### config.mk
export PLATFORM = sky130hd
export DESIGN_NAME = sap1_controller
export DESIGN_NICKNAME = d
export VERILOG_FILES = /design/src/rtl/sap1_pkg.sv /design/src/rtl/sap1_tstate_monitor.sv /design/src/rtl/sap1_controller.sv
export SDC_FILE = /design/constraint.sdc
export NUM_CORES = 1
export LEC_CHECK = 0
export ABC_AREA = 1
export CORE_ASPECT_RATIO = 1.2
export CORE_MARGIN = 2
export CORE_UTILIZATION = 48
export DETAILED_ROUTE_END_ITERATION = 12
export HOLD_SLACK_MARGIN = 0.08
export PLACE_DENSITY = 0.79
export SKIP_LAST_GASP = 1
export SLEW_MARGIN = 40
export SYNTH_ARGS = -nofsm -noshare
export SYNTH_HDL_FRONTEND = slang
export SYNTH_SLANG_ARGS = --single-unit
### constraint.sdc
create_clock -name CLK -period 6.3 [get_ports CLK]
set_input_delay 1.575 -clock CLK [delete_from_list [all_inputs] [get_ports CLK]]
set_output_delay 1.575 -clock CLK [all_outputs]
set_load 0.01 [all_outputs]
### src/rtl/sap1_pkg.sv
// sap1_pkg: opcodes, control-word bit positions and microcode words for the SAP-1 controller.
package sap1_pkg;
  typedef logic [11:0] con_t;
  localparam logic [3:0] OP_LDA = 4'h0;
  localparam logic [3:0] OP_ADD = 4'h1;
  localparam logic [3:0] OP_SUB = 4'h2;
  localparam logic [3:0] OP_OUT = 4'hE;
  localparam logic [3:0] OP_HLT = 4'hF;
  localparam int CP = 11;
  localparam int EP = 10;
  localparam int LM_BAR = 9;
  localparam int CE_BAR = 8;
  localparam int LI_BAR = 7;
  localparam int EI_BAR = 6;
  localparam int LA_BAR = 5;
  localparam int EA = 4;
  localparam int SU = 3;
  localparam int EU = 2;
  localparam int LB_BAR = 1;
  localparam int LO_BAR = 0;
  function automatic con_t bit_of(input int b);
    bit_of = '0;
    bit_of[b] = 1'b1;
  endfunction
  // Every word starts from NOP: active-low controls are asserted by clearing their bit.
  localparam con_t CON_NOP = bit_of(LM_BAR) | bit_of(CE_BAR) | bit_of(LI_BAR) | bit_of(EI_BAR)
                           | bit_of(LA_BAR) | bit_of(LB_BAR) | bit_of(LO_BAR);
  localparam con_t CON_T1 = (CON_NOP | bit_of(EP)) & ~bit_of(LM_BAR);
  localparam con_t CON_T2 = CON_NOP | bit_of(CP);
  localparam con_t CON_T3 = CON_NOP & ~bit_of(CE_BAR) & ~bit_of(LI_BAR);
  localparam con_t CON_IR_ADDR = CON_NOP & ~bit_of(LM_BAR) & ~bit_of(EI_BAR);
  localparam con_t CON_LDA_T5 = CON_NOP & ~bit_of(CE_BAR) & ~bit_of(LA_BAR);
  localparam con_t CON_ALU_T5 = CON_NOP & ~bit_of(CE_BAR) & ~bit_of(LB_BAR);
  localparam con_t CON_ADD_T6 = (CON_NOP | bit_of(EU)) & ~bit_of(LA_BAR);
  localparam con_t CON_SUB_T6 = CON_ADD_T6 | bit_of(SU);
  localparam con_t CON_OUT_T4 = (CON_NOP | bit_of(EA)) & ~bit_of(LO_BAR);
  function automatic con_t exec_word(input logic [1:0] step, input logic [3:0] op);
    case (op)
      OP_LDA: exec_word = step == 2'd0 ? CON_IR_ADDR : step == 2'd1 ? CON_LDA_T5 : CON_NOP;
      OP_ADD: exec_word = step == 2'd0 ? CON_IR_ADDR : step == 2'd1 ? CON_ALU_T5 : CON_ADD_T6;
      OP_SUB: exec_word = step == 2'd0 ? CON_IR_ADDR : step == 2'd1 ? CON_ALU_T5 : CON_SUB_T6;
      OP_OUT: exec_word = step == 2'd0 ? CON_OUT_T4 : CON_NOP;
      default: exec_word = CON_NOP;
    endcase
  endfunction
endpackage

### src/rtl/sap1_tstate_monitor.sv
// sap1_tstate_monitor: checks the ring counter's one-hot stream and flags the T[STATES]->T1 wrap.
module sap1_tstate_monitor
  import sap1_pkg::*;
#(
  parameter int STATES = 6
) (
  input  logic              CLK,
  input  logic              CLR_bar,
  input  logic [STATES-1:0] state,
  output logic              err,
  output logic              wrap
);
  localparam logic [STATES-1:0] T1 = STATES'(1);
  logic [STATES-1:0] prev_state;
  logic bad;
  always_comb begin
    bad = !$onehot(state) || (state != prev_state && state != {prev_state[STATES-2:0], prev_state[STATES-1]});
    wrap = prev_state[STATES-1] && state == T1 && !bad;
  end
  always_ff @(posedge CLK or negedge CLR_bar) begin
    if (!CLR_bar) begin
      prev_state <= T1;
      err <= 1'b0;
    end else begin
      prev_state <= state;
      err <= err | bad;
    end
  end
endmodule

### src/rtl/sap1_controller.sv
// sap1_controller: decodes T-state and opcode into the SAP-1 control word; tracks halt and instruction count.
module sap1_controller
  import sap1_pkg::*;
#(
  parameter int STATES = 6
) (
  input  logic              CLK,
  input  logic              CLR_bar,
  input  logic [STATES-1:0] state,
  input  logic [3:0]        opcode,
  output logic [11:0]       con,
  output logic              hlt,
  output logic              err,
  output logic [7:0]        icount
);
  logic wrap;
  con_t word;
  sap1_tstate_monitor #(.STATES(STATES)) u_mon (
    .CLK(CLK),
    .CLR_bar(CLR_bar),
    .state(state),
    .err(err),
    .wrap(wrap)
  );
  always_comb begin
    word = state[0] ? CON_T1 : state[1] ? CON_T2 : state[2] ? CON_T3 :
           state[3] ? exec_word(2'd0, opcode) : state[4] ? exec_word(2'd1, opcode) :
           state[5] ? exec_word(2'd2, opcode) : CON_NOP;
    con = (!CLR_bar || hlt || err || !$onehot(state)) ? CON_NOP : word;
  end
  always_ff @(posedge CLK or negedge CLR_bar) begin
    if (!CLR_bar) begin
      hlt <= 1'b0;
      icount <= 8'd0;
    end else begin
      hlt <= hlt | (state == STATES'(8) && opcode == OP_HLT);
      if (wrap && !hlt && !err) icount <= icount + 8'd1;
    end
  end
endmodule
==> impl_results.md, run 1 <==
- Cell at the slowest stage of the critical path: clkdlybuf4s50_1
- Via density per instance: 4.99
- Multiplexer share of the synthesized area: 0
- GP Congestion: 0.870
- Fmax: 0.161 GHz
- Diode count: 0
- Area after DPL: 1760 um2
- Synth area leaders: dfrtp_1 29%, nand2_1 17%, ha_1 11%
- Largest family of logic cells by synthesized area: simple AND/OR/NAND/NOR gates
- Final Hold Fails: 0
- Layout cells sized above 1: 0.142
- CTS tree: built
- Startpoint Class: input pin
- Core area: 2550 um2
- Syn Nets: 213
- DR vias: 1358
- Remaining Overflow, GRT: 0
- # rows: 20
- Gate Count Post-Synth: 188
- Cts hold-fix bufs: 0
- Hold Path Stages: 2
- Worst path cell trace: clkdlybuf4s50_1 > inv_1 > ha_1 > fa_1 > ha_1 > fa_1 > inv_2 > nand3b_4 > nor3_4 > nand4_1 > buf_4 > nor2_1 > dlygate4sd2_1
- CP top delay family: adder cells
- CTS Root Buffer Type: clkbuf_4
- Slowest stage delay, CP: 0.47 ns
- Slew Limit Fails: 0
- Hold WC Path Type: reg -> reg
- Syn_area_per_cell: 6.91 um2
- CTS Sinks: 16
- Worst Hold Launch: hlt
- Most common cell in the netlist: nand2_1
- Final ANT Viol Nets: 0
- Crit Reg-Reg Startpoint: u_mon.err
- Worst-path clk slew: 0.09 ns
- Bufs on Longest Clock Path: 2
- Period utilization: 0.985
- Static Leak: 0.000974 uW
- Sequential share of the synthesized area: 0.309
- Slew @ Worst Pin: 0.603 ns
- Minimum clock period: 6.20 ns
- Largest net degree at the start of global routing: 18
- Synth warn: 0
- Cell count of the worst reg-to-reg path: 6
- Hold Path Sink: hlt
- First-pass GRT wire length: 5510 um
- Chip height: 61.0 um
- EDFF count, synth: 0
- Setup CP Type: in -> out
- Worst Path Arrival: 4.63 ns
- R2R Path End: icount[7]
- Critical Path End Type: primary output
- MaxCap Viol Count: 0
- Vias in the first global route: 1371
- Area of the mapped netlist: 1300 um2
- WL final: 3320 um
- Worst IR drop on VDD: 0.128 mV
- Post-Synth Adder-Cell Area: 0.137
- Area Growth Syn to Fin: 40.0%
- Total Routing Usage GR: 0.232
- Power Density: 121 nW/um2
- CP required: 4.72 ns
- Antenna violations before repair: 0
- Nets: 265
- Later-pin clock latency in the skew report: 0.29 ns
- Setup Skew: 0.00181 ns
- R2r setup slk: 4.81 ns
- Slew headroom: 0.595
- Ys async rst share: 1.00
- # H-tree levels: 1
- Worst hold slack: 0.517 ns
- 1st-pass router iterations: 4
- Simple-gate share of the synthesized area: 0.391
- Starting Density: 0.509
- Die footprint: 3140 um2
- Final setup viols: 0
- Bufs and invs on worst path: 5
- IO Pins: 34
- Post-DP HPWL: 2640 um
- IO buf count: 33
- Synth area leader: dfrtp_1
- RSZ-0062 raised after global routing: true
- CTS Buf Count: 3
- Yosys cell types: 25
- Drt wl/cell: 12.2 um
- Yosys reg bits: 16
- Status: completed
- Top-area cell type share of the netlist area: 0.289
- Critical Path Fanout Max: 4
- Starting DRT DRC Count: 38
- Post-route cell area: 1820 um2
- Compound-Gate Fraction of Synth Area: 0.0405
- Xor/xnor share of the synthesized area: 0.00674
- Die width: 51.5 um
- # DRC: 0
- Setup TNS: 0 ns
- Main flop type after synthesis: dfrtp_1
- Synth top cells by count: 60 x nand2_1, 32 x inv_1, 24 x nor2_1
-- how the worst max path moves through the flow --
| stage | start | end | slack [ns] | cells after the start |
|---|---|---|---|---|
| 4_1_cts | state[4] | con[0] | 0.007 | 13 |
| 2_1_floorplan | state[4] | con[0] | 0.74 | 11 |
| 3_5_place_dp | state[4] | con[3] | -0.21 | 12 |
| 5_1_grt | state[5] | con[2] | -0.05 | 13 |
| 3_3_place_gp | state[4] | con[3] | -0.07 | 12 |
| 6_report | state[5] | con[2] | 0.1 | 13 |
-- cell families (layout without fill, tap and decap cells) --
logic type      count (synthesis)  in the layout
fa+ha+maj                      13             13
compound gates                  9              9
simple gates                  111            111
xor+xnor                        1              1
flops                          16             16
buf+inv                        38             89
-- area by class of cell --
| cell class | count | area, um2 |
|---|---|---|
| flip-flops and latches | 16 | 402 |
| inverters | 37 | 139 |
| multi-input cells | 134 | 763 |
| fillers | 206 | 734 |
| well taps | 33 | 41.3 |
| repair buffers | 48 | 447 |
| clock buffers | 4 | 26.3 |
-- per-layer routing --
metal  up-vias  share of wire  wire length [um]  GRT usage
met5         -              0                 0          0
met4         0          0.019                63     0.0940
met3         6          0.036               118     0.0197
met2        36           0.55              1820      0.465
met1       635           0.40              1320      0.247
li1        681              -                 -          -
-- power by group --
| group | internal [uW] | switching (uW) | total, uW | leakage (uW) |
|---|---|---|---|---|
| sequential | 105 | 1.54 | 106 | 0.000182 |
| clock | 24.7 | 32.7 | 57.3 | 0.0000150 |
| combinational | 23.3 | 32.7 | 55.9 | 0.000776 |
-- what timing repair did --
| item | in CTS | in global routing |
|---|---|---|
| buffers inserted | 1 | 1 |
| cloned | 0 | 0 |
| setup endpoints to repair | 9 | 7 |
| pin swaps | 3 | 4 |
| resized for setup | 9 | 13 |
-- state kept, by name (all words and copies together) (netlist names) --
signal / count
icount: 8
u_mon.prev_state: 6
u_mon.err: 1
hlt: 1
-- stage by stage --
stage                util  power (uW)  cells  worst slack (ns)
floorplan               -         137    188             0.737
CTS                 0.700         221    271           0.00656
global route        0.712         230    272           -0.0467
global placement    0.688         160    266           -0.0703
detailed placement  0.688         163    266            -0.208
finish              0.712         220    272            0.0956
-- worst min-delay path: stages (launching register included) --
cell     delay, ns
dfrtp_1       0.36
inv_1         0.07
o31ai_1       0.06
-- cells in the final DEF, fill, tap and decap left out, types with 2 or more instances in the layout --
cell             netlist  final
buf_4                  0     15
nand3_1                7      6
nand2_1               60     60
dfrtp_1               15     15
nor3_1                 7      6
o21ai_1                4      5
nor3_4                 1      2
dlygate4sd2_1          0      5
inv_2                  5      6
ha_1                  11     11
fa_1                   2      2
clkdlybuf4s50_1        0     20
inv_1                 32     31
nand4_1                6      6
nor2_1                24     24
clkbuf_4               0      3
dlymetal6s2s_1         0      6
Power figures use the tool's default switching activity.
==> run 2, diff against run 1 <==
--- a/config.mk
+++ b/config.mk
@@ -12,6 +12,7 @@
 export DETAILED_ROUTE_END_ITERATION = 12
 export HOLD_SLACK_MARGIN = 0.08
 export PLACE_DENSITY = 0.79
+export SKIP_CTS_REPAIR_TIMING = 1
 export SKIP_LAST_GASP = 1
 export SLEW_MARGIN = 40
 export SYNTH_ARGS = -nofsm -noshare
==> run 2 against run 1 <==
Net effect:
- count of clock-buffer cells in the layout unchanged
- worst hold slack got worse by 0.0029 ns
- cell count increased by 0.37%
- power decreased by 0.50%
- combinational power decreased by 2%
- clock power about the same
- global-route usage decreased by 0.26 points
- register-to-register slack about the same
- design area increased by 0.55%
==> impl_results.md, run 2 (synthesized netlist as in run 1, its figures left out) <==
- Antenna violations before repair: 0 (unchanged)
- Final Hold Fails: 0 (unchanged)
- Pre-CTS WS: -0.208 ns (unchanged)
- Register area: 402 um2 (unchanged)
- Max Used Layer: met4 (unchanged)
- Register with the most flip-flops: icount (unchanged)
- Worst-path clk slew: 0.09 ns (about the same)
- Startpoint Class: input pin (unchanged)
- Metal1 wirelength: 1360 um (was 1320 um)
- Area Growth Syn to Fin: 40.8% (was 40.0%)
- Die footprint: 3140 um2 (unchanged)
- Chip height: 61.0 um (unchanged)
- Post-DP HPWL: 2640 um (unchanged)
- # rows: 20 (unchanged)
- Slew Limit Fails: 0 (unchanged)
- Setup CP Type: in -> out (unchanged)
- Sequential share of power: 0.487 (was 0.484)
- Biggest regs: icount: 8 flops, u_mon.prev_state: 6 flops (unchanged)
- Die width: 51.5 um (unchanged)
- Routed met2 length: 1900 um (was 1820 um)
- Fin worst setup slack: 0.00609 ns (was 0.0956 ns)
- Drt wl/cell: 12.4 um (was 12.2 um)
- Setup TNS: 0 ns (unchanged)
- Power Total: 219 uW (was 220 uW)
- MaxCap Viol Count: 0 (unchanged)
- Slew @ Worst Pin: 0.607 ns (was 0.603 ns)
- Routed wl met3: 95 um (was 118 um)
- 1st-pass router iterations: 4 (unchanged)
- Final ANT Viol Nets: 0 (unchanged)
- Remaining Overflow, GRT: 0 (unchanged)
- Internal Power: 152 uW (was 153 uW)
- Starting Density: 0.509 (unchanged)
- Clk network pwr share: 0.262 (was 0.261)
- Later-pin clock latency in the skew report: 0.29 ns (about the same)
- Cell count of the worst reg-to-reg path: 6 (unchanged)
- Layout cells sized above 1: 0.142 (about the same)
- IO buf count: 33 (unchanged)
- Multi-input gate area: 754 um2 (was 763 um2)
- Critical path origin: state[5] (unchanged)
- CTS Buf Count: 3 (unchanged)
- Nets: 266 (was 265)
- Hold WC Path Type: reg -> reg (unchanged)
- CTS Root Buffer Type: clkbuf_4 (unchanged)
- Total Routing Usage GR: 0.229 (was 0.232)
- # fillers: 200 (was 206)
- Power Density: 120 nW/um2 (was 121 nW/um2)
- Setup Skew: 0.00170 ns (was 0.00181 ns)
- Bufs on Longest Clock Path: 2 (unchanged)
- CTS Sinks: 16 (unchanged)
- Via density per instance: 4.95 (was 4.99)
- Worst IR drop on VDD: 0.128 mV (about the same)
- Most frequent cells in the layout: 59 x nand2_1, 32 x inv_1, 24 x nor2_1, 24 x clkdlybuf4s50_1, 16 x buf_4 (was 60 x nand2_1, 31 x inv_1, 24 x nor2_1)
- Period utilization: 0.999 (was 0.985)
- Status: completed (unchanged)
- Static Leak: 0.00103 uW (was 0.000974 uW)
- First-pass GRT wire length: 5440 um (was 5510 um)
- GP Congestion: 0.870 (unchanged)
- Slew headroom: 0.591 (was 0.595)
- Core area: 2550 um2 (unchanged)
- DR vias: 1352 (was 1358)
- R2r setup slk: 4.82 ns (was 4.81 ns)
- Critical Path Fanout Max: 3 (was 4)
- # DRC: 0 (unchanged)
- Final setup viols: 0 (unchanged)
- Minimum clock period: 6.29 ns (was 6.20 ns)
- Diode count: 0 (unchanged)
- Vias in the first global route: 1338 (was 1371)
- Worst Path Arrival: 4.72 ns (was 4.63 ns)
- CTS tree: built (unchanged)
- Logic pwr share: 0.251 (was 0.255)
- # H-tree levels: 1 (unchanged)
- Fmax: 0.159 GHz (was 0.161 GHz)
- Critical Path End Type: primary output (unchanged)
- Switching share of power: 0.303 (was 0.304)
- Largest net degree at the start of global routing: 18 (unchanged)
- Commonest non-fill, non-tap cell in the layout: nand2_1 (unchanged)
- CP Capture Point: con[3] (was con[2])
- R2R Path End: icount[7] (unchanged)
- WL final: 3400 um (was 3320 um)
- Psw: 66.2 uW (was 66.9 uW)
- IO Pins: 34 (unchanged)
- CP required: 4.72 ns (about the same)
- Number of flip-flops in the largest register: 8 (unchanged)
- Crit Reg-Reg Startpoint: u_mon.err (unchanged)
- Starting DRT DRC Count: 41 (was 38)
- RSZ-0062 raised after global routing: true (unchanged)
run 2: worst min path at each step:
stage	cells past startpoint	startpoint	slack [ns]	end
4_1_cts	2	hlt	0.53	hlt
6_report	2	hlt	0.51	hlt
5_1_grt	2	hlt	0.57	hlt
3_5_place_dp	2	hlt	0.51	hlt
3_3_place_gp	2	icount[7]	0.48	icount[7]
2_1_floorplan	2	icount[7]	0.53	icount[7]
run 2: layout make-up:
type / instances / area share
multi-input cells: 134 / 0.413
repair buffers: 49 / 0.255
flip-flops and latches: 16 / 0.220
inverters: 37 / 0.0760
well taps: 33 / 0.0226
clock buffers: 4 / 0.0144
run 2: critical path: stages:
cell and delay, ns:
clkdlybuf4s50_1 0.47, inv_1 0.06, ha_1 0.29, fa_1 0.45
ha_1 0.22, fa_1 0.42, inv_1 0.11, nand3b_4 0.10
nor3_4 0.16, buf_4 0.14, nand4_1 0.15, buf_4 0.21
nor4_2 0.20, buf_2 0.17
run 2: power by group through the flow:
| stage | clock, uW | combinational, uW | sequential [uW] |
|---|---|---|---|
| after floorplan | 0 | 28.7 | 108 |
| after global placement | 0 | 51.7 | 108 |
| after detailed placement | 0 | 54.3 | 108 |
| final | 57.3 | 54.9 | 106 |
| after global routing | 60.9 | 61.0 | 107 |
| after CTS | 59.5 | 54.6 | 106 |
run 2: stage by stage:
step / cells / hold WS (ns) / utilization / cell area (um2)
final: 273 / 0.514 / 0.716 / 1830
after global routing: 273 / 0.573 / 0.716 / 1830
after CTS: 270 / 0.528 / 0.699 / 1780
after detailed placement: 266 / 0.505 / 0.688 / 1760
after global placement: 266 / 0.484 / 0.688 / 1760
after floorplan: 188 / 0.535 / - / 1300
run 2: metal layers:
metal,GRT usage,vias to the layer above
li1,-,684
met1,0.250,630
met2,0.462,34
met3,0.0172,4
met4,0.0789,0
met5,0,-
